==> src/rtl/exec_writeback.sv <==
// Execute/write-back stage for the single-cycle core: latches one decoded
// RV32I OP-IMM instruction per step pulse, reads the register file, computes
// the ALU result, writes it back to rd, and counts retired instructions.
// Sequence per instruction: IDLE --step--> EXEC --> WB --> IDLE.
module exec_writeback #(
    parameter int XLEN  = 32,
    parameter int NREGS = 32
) (
    input  logic                     clk,
    input  logic                     rst,         // asynchronous, active-low
    input  logic                     step,
    input  logic [11:0]              imm,
    input  logic [$clog2(NREGS)-1:0] rs1,
    input  logic [2:0]               alu_opcode,
    input  logic [$clog2(NREGS)-1:0] rd,
    input  logic [$clog2(NREGS)-1:0] dbg_sel,
    output logic [XLEN-1:0]          dbg_data,
    output logic [XLEN-1:0]          result,
    output logic                     busy,
    output logic                     done,
    output logic [31:0]              instret
);

    localparam int IDXW = $clog2(NREGS);

    typedef enum logic [1:0] {
        S_IDLE = 2'd0,
        S_EXEC = 2'd1,
        S_WB   = 2'd2
    } state_e;

    localparam logic [2:0] OP_ADDI  = 3'b000;
    localparam logic [2:0] OP_SLLI  = 3'b001;
    localparam logic [2:0] OP_SLTI  = 3'b010;
    localparam logic [2:0] OP_SLTIU = 3'b011;
    localparam logic [2:0] OP_XORI  = 3'b100;
    localparam logic [2:0] OP_SRXI  = 3'b101;
    localparam logic [2:0] OP_ORI   = 3'b110;
    localparam logic [2:0] OP_ANDI  = 3'b111;

    state_e            state_q, state_d;
    logic [11:0]       imm_q;
    logic [IDXW-1:0]   rs1_q;
    logic [2:0]        op_q;
    logic [IDXW-1:0]   rd_q;
    logic [XLEN-1:0]   result_q, result_d;
    logic              done_q, done_d;
    logic [31:0]       instret_q, instret_d;
    logic              latch_en;
    logic              wr_en;
    logic [XLEN-1:0]   regs_q [NREGS];

    logic [XLEN-1:0]   op_a;
    logic [XLEN-1:0]   op_sx;
    logic [4:0]        op_sh;
    logic [XLEN-1:0]   alu_res;

    // Operand A from the latched rs1 (x0 always reads zero), plus the
    // sign-extended immediate and the shift amount taken from imm[4:0].
    assign op_a  = (rs1_q == '0) ? '0 : regs_q[rs1_q];
    assign op_sx = {{(XLEN-12){imm_q[11]}}, imm_q};
    assign op_sh = imm_q[4:0];

    // ALU for the OP-IMM group, decoded from the latched funct3.
    // NOTE: every signal written in an always_comb gets a value before the
    // case statement, so no path leaves it unassigned and no latch is inferred.
    always_comb begin
        alu_res = '0;
        case (op_q)
            OP_ADDI:  alu_res = op_a + op_sx;
            OP_SLTI:  alu_res = {{(XLEN-1){1'b0}}, ($signed(op_a) < $signed(op_sx))};
            OP_SLTIU: alu_res = {{(XLEN-1){1'b0}}, (op_a < op_sx)};
            OP_XORI:  alu_res = op_a ^ op_sx;
            OP_ORI:   alu_res = op_a | op_sx;
            OP_ANDI:  alu_res = op_a & op_sx;
            OP_SLLI:  alu_res = op_a << op_sh;
            OP_SRXI:  alu_res = imm_q[10] ? XLEN'($signed(op_a) >>> op_sh)
                                          : (op_a >> op_sh);
            default:  alu_res = '0;
        endcase
    end

    // Next-state and datapath control for the IDLE/EXEC/WB sequence.
    always_comb begin
        state_d   = state_q;
        latch_en  = 1'b0;
        result_d  = result_q;
        done_d    = 1'b0;
        instret_d = instret_q;
        wr_en     = 1'b0;
        case (state_q)
            S_IDLE: begin
                if (step) begin
                    latch_en = 1'b1;
                    state_d  = S_EXEC;
                end
            end
            S_EXEC: begin
                result_d = alu_res;
                state_d  = S_WB;
            end
            S_WB: begin
                wr_en     = (rd_q != '0);
                done_d    = 1'b1;
                instret_d = instret_q + 32'd1;
                state_d   = S_IDLE;
            end
            default: state_d = S_IDLE;
        endcase
    end

    // State, result, done pulse and retire counter; reset aborts any
    // in-flight instruction before it can reach the write-back edge.
    // NOTE: clocked state uses non-blocking assignments so every register
    // samples values from before the edge, independent of statement order.
    always_ff @(posedge clk or negedge rst) begin
        if (!rst) begin
            state_q   <= S_IDLE;
            result_q  <= '0;
            done_q    <= 1'b0;
            instret_q <= '0;
        end else begin
            state_q   <= state_d;
            result_q  <= result_d;
            done_q    <= done_d;
            instret_q <= instret_d;
        end
    end

    // Capture the decoder fields on issue; the decoder may move on while busy.
    always_ff @(posedge clk or negedge rst) begin
        if (!rst) begin
            imm_q <= '0;
            rs1_q <= '0;
            op_q  <= '0;
            rd_q  <= '0;
        end else if (latch_en) begin
            imm_q <= imm;
            rs1_q <= rs1;
            op_q  <= alu_opcode;
            rd_q  <= rd;
        end
    end

    // Register file write port; x0 is never written and stays zero.
    // NOTE: the register file is built from flops and is cleared on reset,
    // so it is deliberately not a RAM-inferable array without reset.
    always_ff @(posedge clk or negedge rst) begin
        if (!rst) begin
            for (int i = 0; i < NREGS; i++) begin
                regs_q[i] <= '0;
            end
        end else if (wr_en) begin
            regs_q[rd_q] <= result_q;
        end
    end

    assign dbg_data = (dbg_sel == '0) ? '0 : regs_q[dbg_sel];
    assign result   = result_q;
    assign busy     = (state_q != S_IDLE);
    assign done     = done_q;
    assign instret  = instret_q;

endmodule

==> config.mk <==
export PLATFORM = sky130hd
export DESIGN_NAME = exec_writeback
export DESIGN_NICKNAME = d
export VERILOG_FILES = /design/src/rtl/exec_writeback.sv
export SDC_FILE = /design/constraint.sdc
export NUM_CORES = 2
export LEC_CHECK = 0
export BUFFER_PORTS_ARGS = -buffer_cell sky130_fd_sc_hd__buf_4
export CORE_ASPECT_RATIO = 1.5
export CORE_MARGIN = 2
export CORE_UTILIZATION = 28
export CTS_CLUSTER_DIAMETER = 60
export DETAILED_ROUTE_END_ITERATION = 8
export GPL_ROUTABILITY_DRIVEN = 0
export MAX_ROUTING_LAYER = met4
export PLACE_DENSITY_LB_ADDON = 0.3
export SETUP_SLACK_MARGIN = 0.02
export SLEW_MARGIN = 20
export SYNTH_ARGS = -nofsm -noshare
export SYNTH_HDL_FRONTEND = slang
export SYNTH_SLANG_ARGS = --single-unit
export TNS_END_PERCENT = 5
==> constraint.sdc <==
create_clock -name clk -period 6.75 [get_ports clk]
set_clock_uncertainty 0.05 [all_clocks]
set_input_delay 1.35 -clock clk [delete_from_list [all_inputs] [get_ports clk]]
set_output_delay 1.35 -clock clk [all_outputs]
set_load 0.05 [all_outputs]
After elaboration in Yosys (flattened, before gate mapping) --
Cells that the tools add are included.
Operators by class: bitwise logic cells 6, shifts and indexed selects 3, mux-type cells 19, equality and inequality tests 10, add/subtract/negate cells 2, reduce and logical (&&, ||, !) cells 7, magnitude comparators 6
Operators with widths (number):
- bitwise mux 1024 bit | 1
- binary-select mux 32 bit (select 5 bit) | 2
- two-way mux 32 bit | 8
- one-hot mux 32 bit (8 select lines) | 1
- demux 32 bit (select 5 bit) | 1
- adder 32 x 1 -> 32 bit, second input constant | 1
- adder 32 bit | 1
- AND 32 bit | 1
- < comparator 32 x 12 -> 1 bit | 1
- < comparator 32 bit | 1
- OR 32 bit | 1
- left shift 32 x 5 -> 32 bit | 1
- >> shifter 32 x 5 -> 32 bit | 1
- >>> shifter 32 x 5 -> 32 bit | 1
- XOR 32 bit | 1
- greater-or-equal comparator 6 bit, second input constant | 3
- inverter 5 -> 6 bit | 3
- equality test 3 bit, second input constant | 4
- logical NOT 5 bit | 2
- equality test 3 x 2 -> 1 bit, second input constant | 2
- < comparator 6 x 1 -> 1 bit, second input constant | 1
- nonzero test 5 bit | 1
- two-way mux 1 bit | 4
- one-hot mux 2 bit (2 select lines) | 1
- other kinds (9) | 9
Word-level totals: register bits after elaboration 1116, logic and storage cells 93, output and inout bits 98

Longest topological paths before layout --
depth in word-level cells 8, gate-level depth with buffers 24, gate-level depth less buffers 18

Worst setup path after synthesis --
No wires, ideal clock.
path kind in2out, start point input port dbg_sel[0], end point output port dbg_data[18], arrival time 3.882 ns, slack 1.468 ns, stages 7, required time 5.350 ns, cells stage by stage clkbuf_1 -> clkbuf_1 -> buf_1 -> mux4_2 -> mux4_2 -> mux2i_1 -> nor2_1
On the way: longest elaborated chain between the ends 5, elaborated cells between the ends (all ways) 6, classes of those cells mux: 4; bitwise: 1; reduce/logical: 1
RTL lines:
- start, declared | line 16 | input logic [$clog2(NREGS)-1:0] dbg_sel,
- inverter 5 -> 6 bit (implied by the code) | line 158 | assign dbg_data = (dbg_sel == '0) ? '0 : regs_q[dbg_sel];
- binary-select mux 32 bit (select 5 bit) | line 158
- two-way mux 32 bit (implied by the code) (2 in a row) | line 158
- two-way mux 32 bit (*) | line 158
- end, declared | line 17 | output logic [XLEN-1:0] dbg_data,
Mark *: on every way between the ends. The rest lies on a longest branch, timed or not. The select of a mux whose other input is x is not followed.

Final worst setup path --
start point register rs1_q[1], end point register result_q[0], in the netlist result[0]
On the way: longest elaborated chain between the ends 8, elaborated cells between the ends (all ways) 17, classes of those cells add/sub: 1; order compare: 2; shift: 3; mux: 6; bitwise: 4; reduce/logical: 1
RTL lines:
- start, declared | line 43 | logic [IDXW-1:0] rs1_q;
- start signal, assigned | line 139 | rs1_q <= rs1;
- inverter 5 -> 6 bit (implied by the code) | line 60 | assign op_a = (rs1_q == '0) ? '0 : regs_q[rs1_q];
- binary-select mux 32 bit (select 5 bit) | line 60
- two-way mux 32 bit (implied by the code) (2 in a row) | line 60
- two-way mux 32 bit (*) | line 60
- branches (longest 2 deep; another with adder 32 bit)
- one-hot mux 32 bit (8 select lines) (*) | line 69 | case (op_q)
- end signal, assigned | line 124 | result_q <= result_d;
- end, declared | line 46 | logic [XLEN-1:0] result_q, result_d;
Mark *: on every way between the ends. The select of a mux whose other input is x is not followed. A chain may end at the register's enable or synchronous reset.

==> metrics.yaml <==
antenna_found_initial: 7
critPathRequiredTime_ps: 7360
synth_edf_count: 0
synth_compound_area_share_pct: 7.33
instances_no_fill: 8155
worstSetupEndpointType: "register"
synth_fp_nets: 5151
root_buffer: "clkbuf_16"
dieArea_um2: 238000
setup_tns_ps: 0
slew_violations: 0
cp_max_fo: 26
r2r-start: "rs1_q[1]"
post_drt_wl_per_cell_um: 31.9
outcome: "complete, no violations"
grt_max_degree: 142
area_delta_synth_final_pct: 14.0
tightest_slew_ps: 1190
grt_pass1_wl_um: 372000
rsz0062_at_grt: "no"
dpl.cell_count: 7929
cts_tree: "yes"
synth_seq_cells: 1116
critPathMaxStageDelay_ps: 920
cts_setup_buffers: 0
ys_seq_area_share_pct: 42.6
htree_levels: 3
power_w: 0.0340
rrSetupSlack_ps: 630
cts_buffer_depth: 3
grt_overflow: 0
synth_xor_area_share_pct: 0.762
drv_cap: 0
async_flop_share_pct: 100
vdd_ir_drop_max_v: 0.000252
finalHoldViolCount: 0
hpwl_um: 167000
synth_cell_type_count: 89
yosys_warnings: 0
synth_top_family_by_area: "multiplexers"
hp-start: "regs_q[1011]"
synth_top_flop_cell: "dfrtp_1"
drt-pass1-iter-count: 7
die_h_um: 597
portBuffers: 130
fmax_mhz: 163
worst_setup_path_start_kind: "register"
post_cts_resized: 0
track_usage_pct: 22.2
relSlewSlack_pct: 20.9
avgSynthCellArea_um2: 13.1
clk_pin_slew_ps: 70
power_density_nw_per_um2: 455
start_util_pct: 28.1
drt_iter0_drc: 4852
crit_type: "reg2reg"
finish.net_count: 5114
finalCritPeriodShare_pct: 90.6
die_x_um: 399
ctsHoldBuffers: 0
io_pins: 131
grt_pass1_vias: 48900
vias_per_cell: 5.85
setup_violations: 0
synthAdderAreaFrac_pct: 1.92
row_count: 217
clock_sinks: 1116
worst-path-buf-inv: 3
synthSimpleGateAreaFrac_pct: 5.02
cts_buffers: 115
via_count: 47700
ant_nets: 0
p_leak_nw: 32.6
crit_path_start: "rs1_q[1]"
drive_above_1_share_pct: 43.2
core_area_um2: 233000
drt-total-wl_um: 260000
synth_cells: 5018
arrival_ps: 6730
slowest_stage: "nor2_1"
drt_drc_violations_left: 0
synthMuxAreaShare_pct: 38.5
fillerInstances: 23100
hp-class: "reg2reg"
min_period_ps: 6120
crit_family: "compound AO/OA/AOI/OAI gates"
worstPathCellList: "or3b_2 -> buf_12 -> buf_4 -> o221ai_1 -> a21oi_1 -> a22o_1 -> nor2_1 -> ha_1 -> inv_1 -> nor2_1 -> o21ai_0 -> nand2b_1 -> a21oi_1 -> o21ai_0 -> a211oi_1 -> mux2i_1 -> o311ai_0 -> o22a_1"
synth.cell_area_um2: 65500
clock_latency_ps: 770
==> registers in the layout, indices dropped and copies added, names as in the netlist <==
signal and cells:
rd_q 5, imm_q 12, done 1, op_q 3, result 32, regs_q 1024, rs1_q 5, state_q 2
instret 32
==> logic make-up after synthesis <==
logic type | Yosys count
flip-flops | 1116
multiplexers | 1736
AO/OA/AOI/OAI | 701
buffers and inverters | 593
AND/OR/NAND/NOR | 715
adder cells (fa/ha/maj) | 100
XOR/XNOR | 57
==> placed cells by master, fill, tap and decap left out, types with 99 or more instances in the layout <==
cell and count:
mux2_2 1020, mux2i_1 191, clkbuf_16 118, ha_1 99, nor2_1 241, o21ai_0 132
nand2_1 172, mux4_2 525, buf_4 319, a21oi_1 133, dfrtp_1 1102
==> path summary, 6_finish.rpt <==
path                                 to  cells past startpoint
setup reg to reg              result[0]                     18
setup / recovery              result[0]                     18
hold reg to reg            regs_q[1011]                      0
min in group asynchronous    regs_q[79]                      1
max in group asynchronous   regs_q[666]                      3
hold / removal             regs_q[1011]                      0
==> layer usage <==
metal,vias to the layer above,part of all wire (%),global-route usage (%),routed length (um)
met5,-,0,-,0
met4,0,6.1,11.3,15900
met3,735,7.0,4.14,18300
met2,2377,48,35.3,124000
met1,25500,39,26.9,102000
li1,19100,-,-,-
==> stage by stage <==
step	utilization, %	worst slack [ps]	instance area (um^2)	hold WS [ps]
3_5_place_dp	30.3	805	70500	335
5_1_grt	32.1	354	74700	362
3_3_place_gp	30.3	783	70500	329
4_1_cts	32.0	769	74700	350
2_1_floorplan	-	1470	65500	391
6_report	32.1	633	74700	350
==> final cells by class <==
class	instances	area, um^2	share of cell area [%]
clock buffers	162	3360	4.50
well taps	3066	3840	5.14
multi-input cells	3309	35300	47.3
diodes	6	15.0	0.0201
flip-flops and latches	1116	28000	37.4
repair buffers	358	3130	4.18
clock inverters	57	758	1.02
inverters	81	304	0.407
==> power breakdown <==
group	leakage, nW	internal, W	switching [W]
registers	15.0	0.00946	0.00251
logic	15.6	0.00670	0.00829
clock network	2.02	0.00403	0.00299
==> cell usage after synthesis (65+ instances only) <==
library cell | count | share of area [%]
a21oi_1 | 133 | 1.0
buf_1 | 89 | 0.51
clkbuf_1 | 337 | 1.9
dfrtp_1 | 1116 | 43
ha_1 | 99 | 1.9
inv_1 | 77 | 0.44
mux2_2 | 1020 | 18
mux2i_1 | 191 | 2.9
mux4_2 | 525 | 18
nand2_1 | 187 | 1.1
nand3_1 | 65 | 0.50
nor2_1 | 261 | 1.5
o21ai_0 | 133 | 1.0
o22ai_1 | 80 | 0.76
No activity file was read; power rests on OpenSTA's default activity.
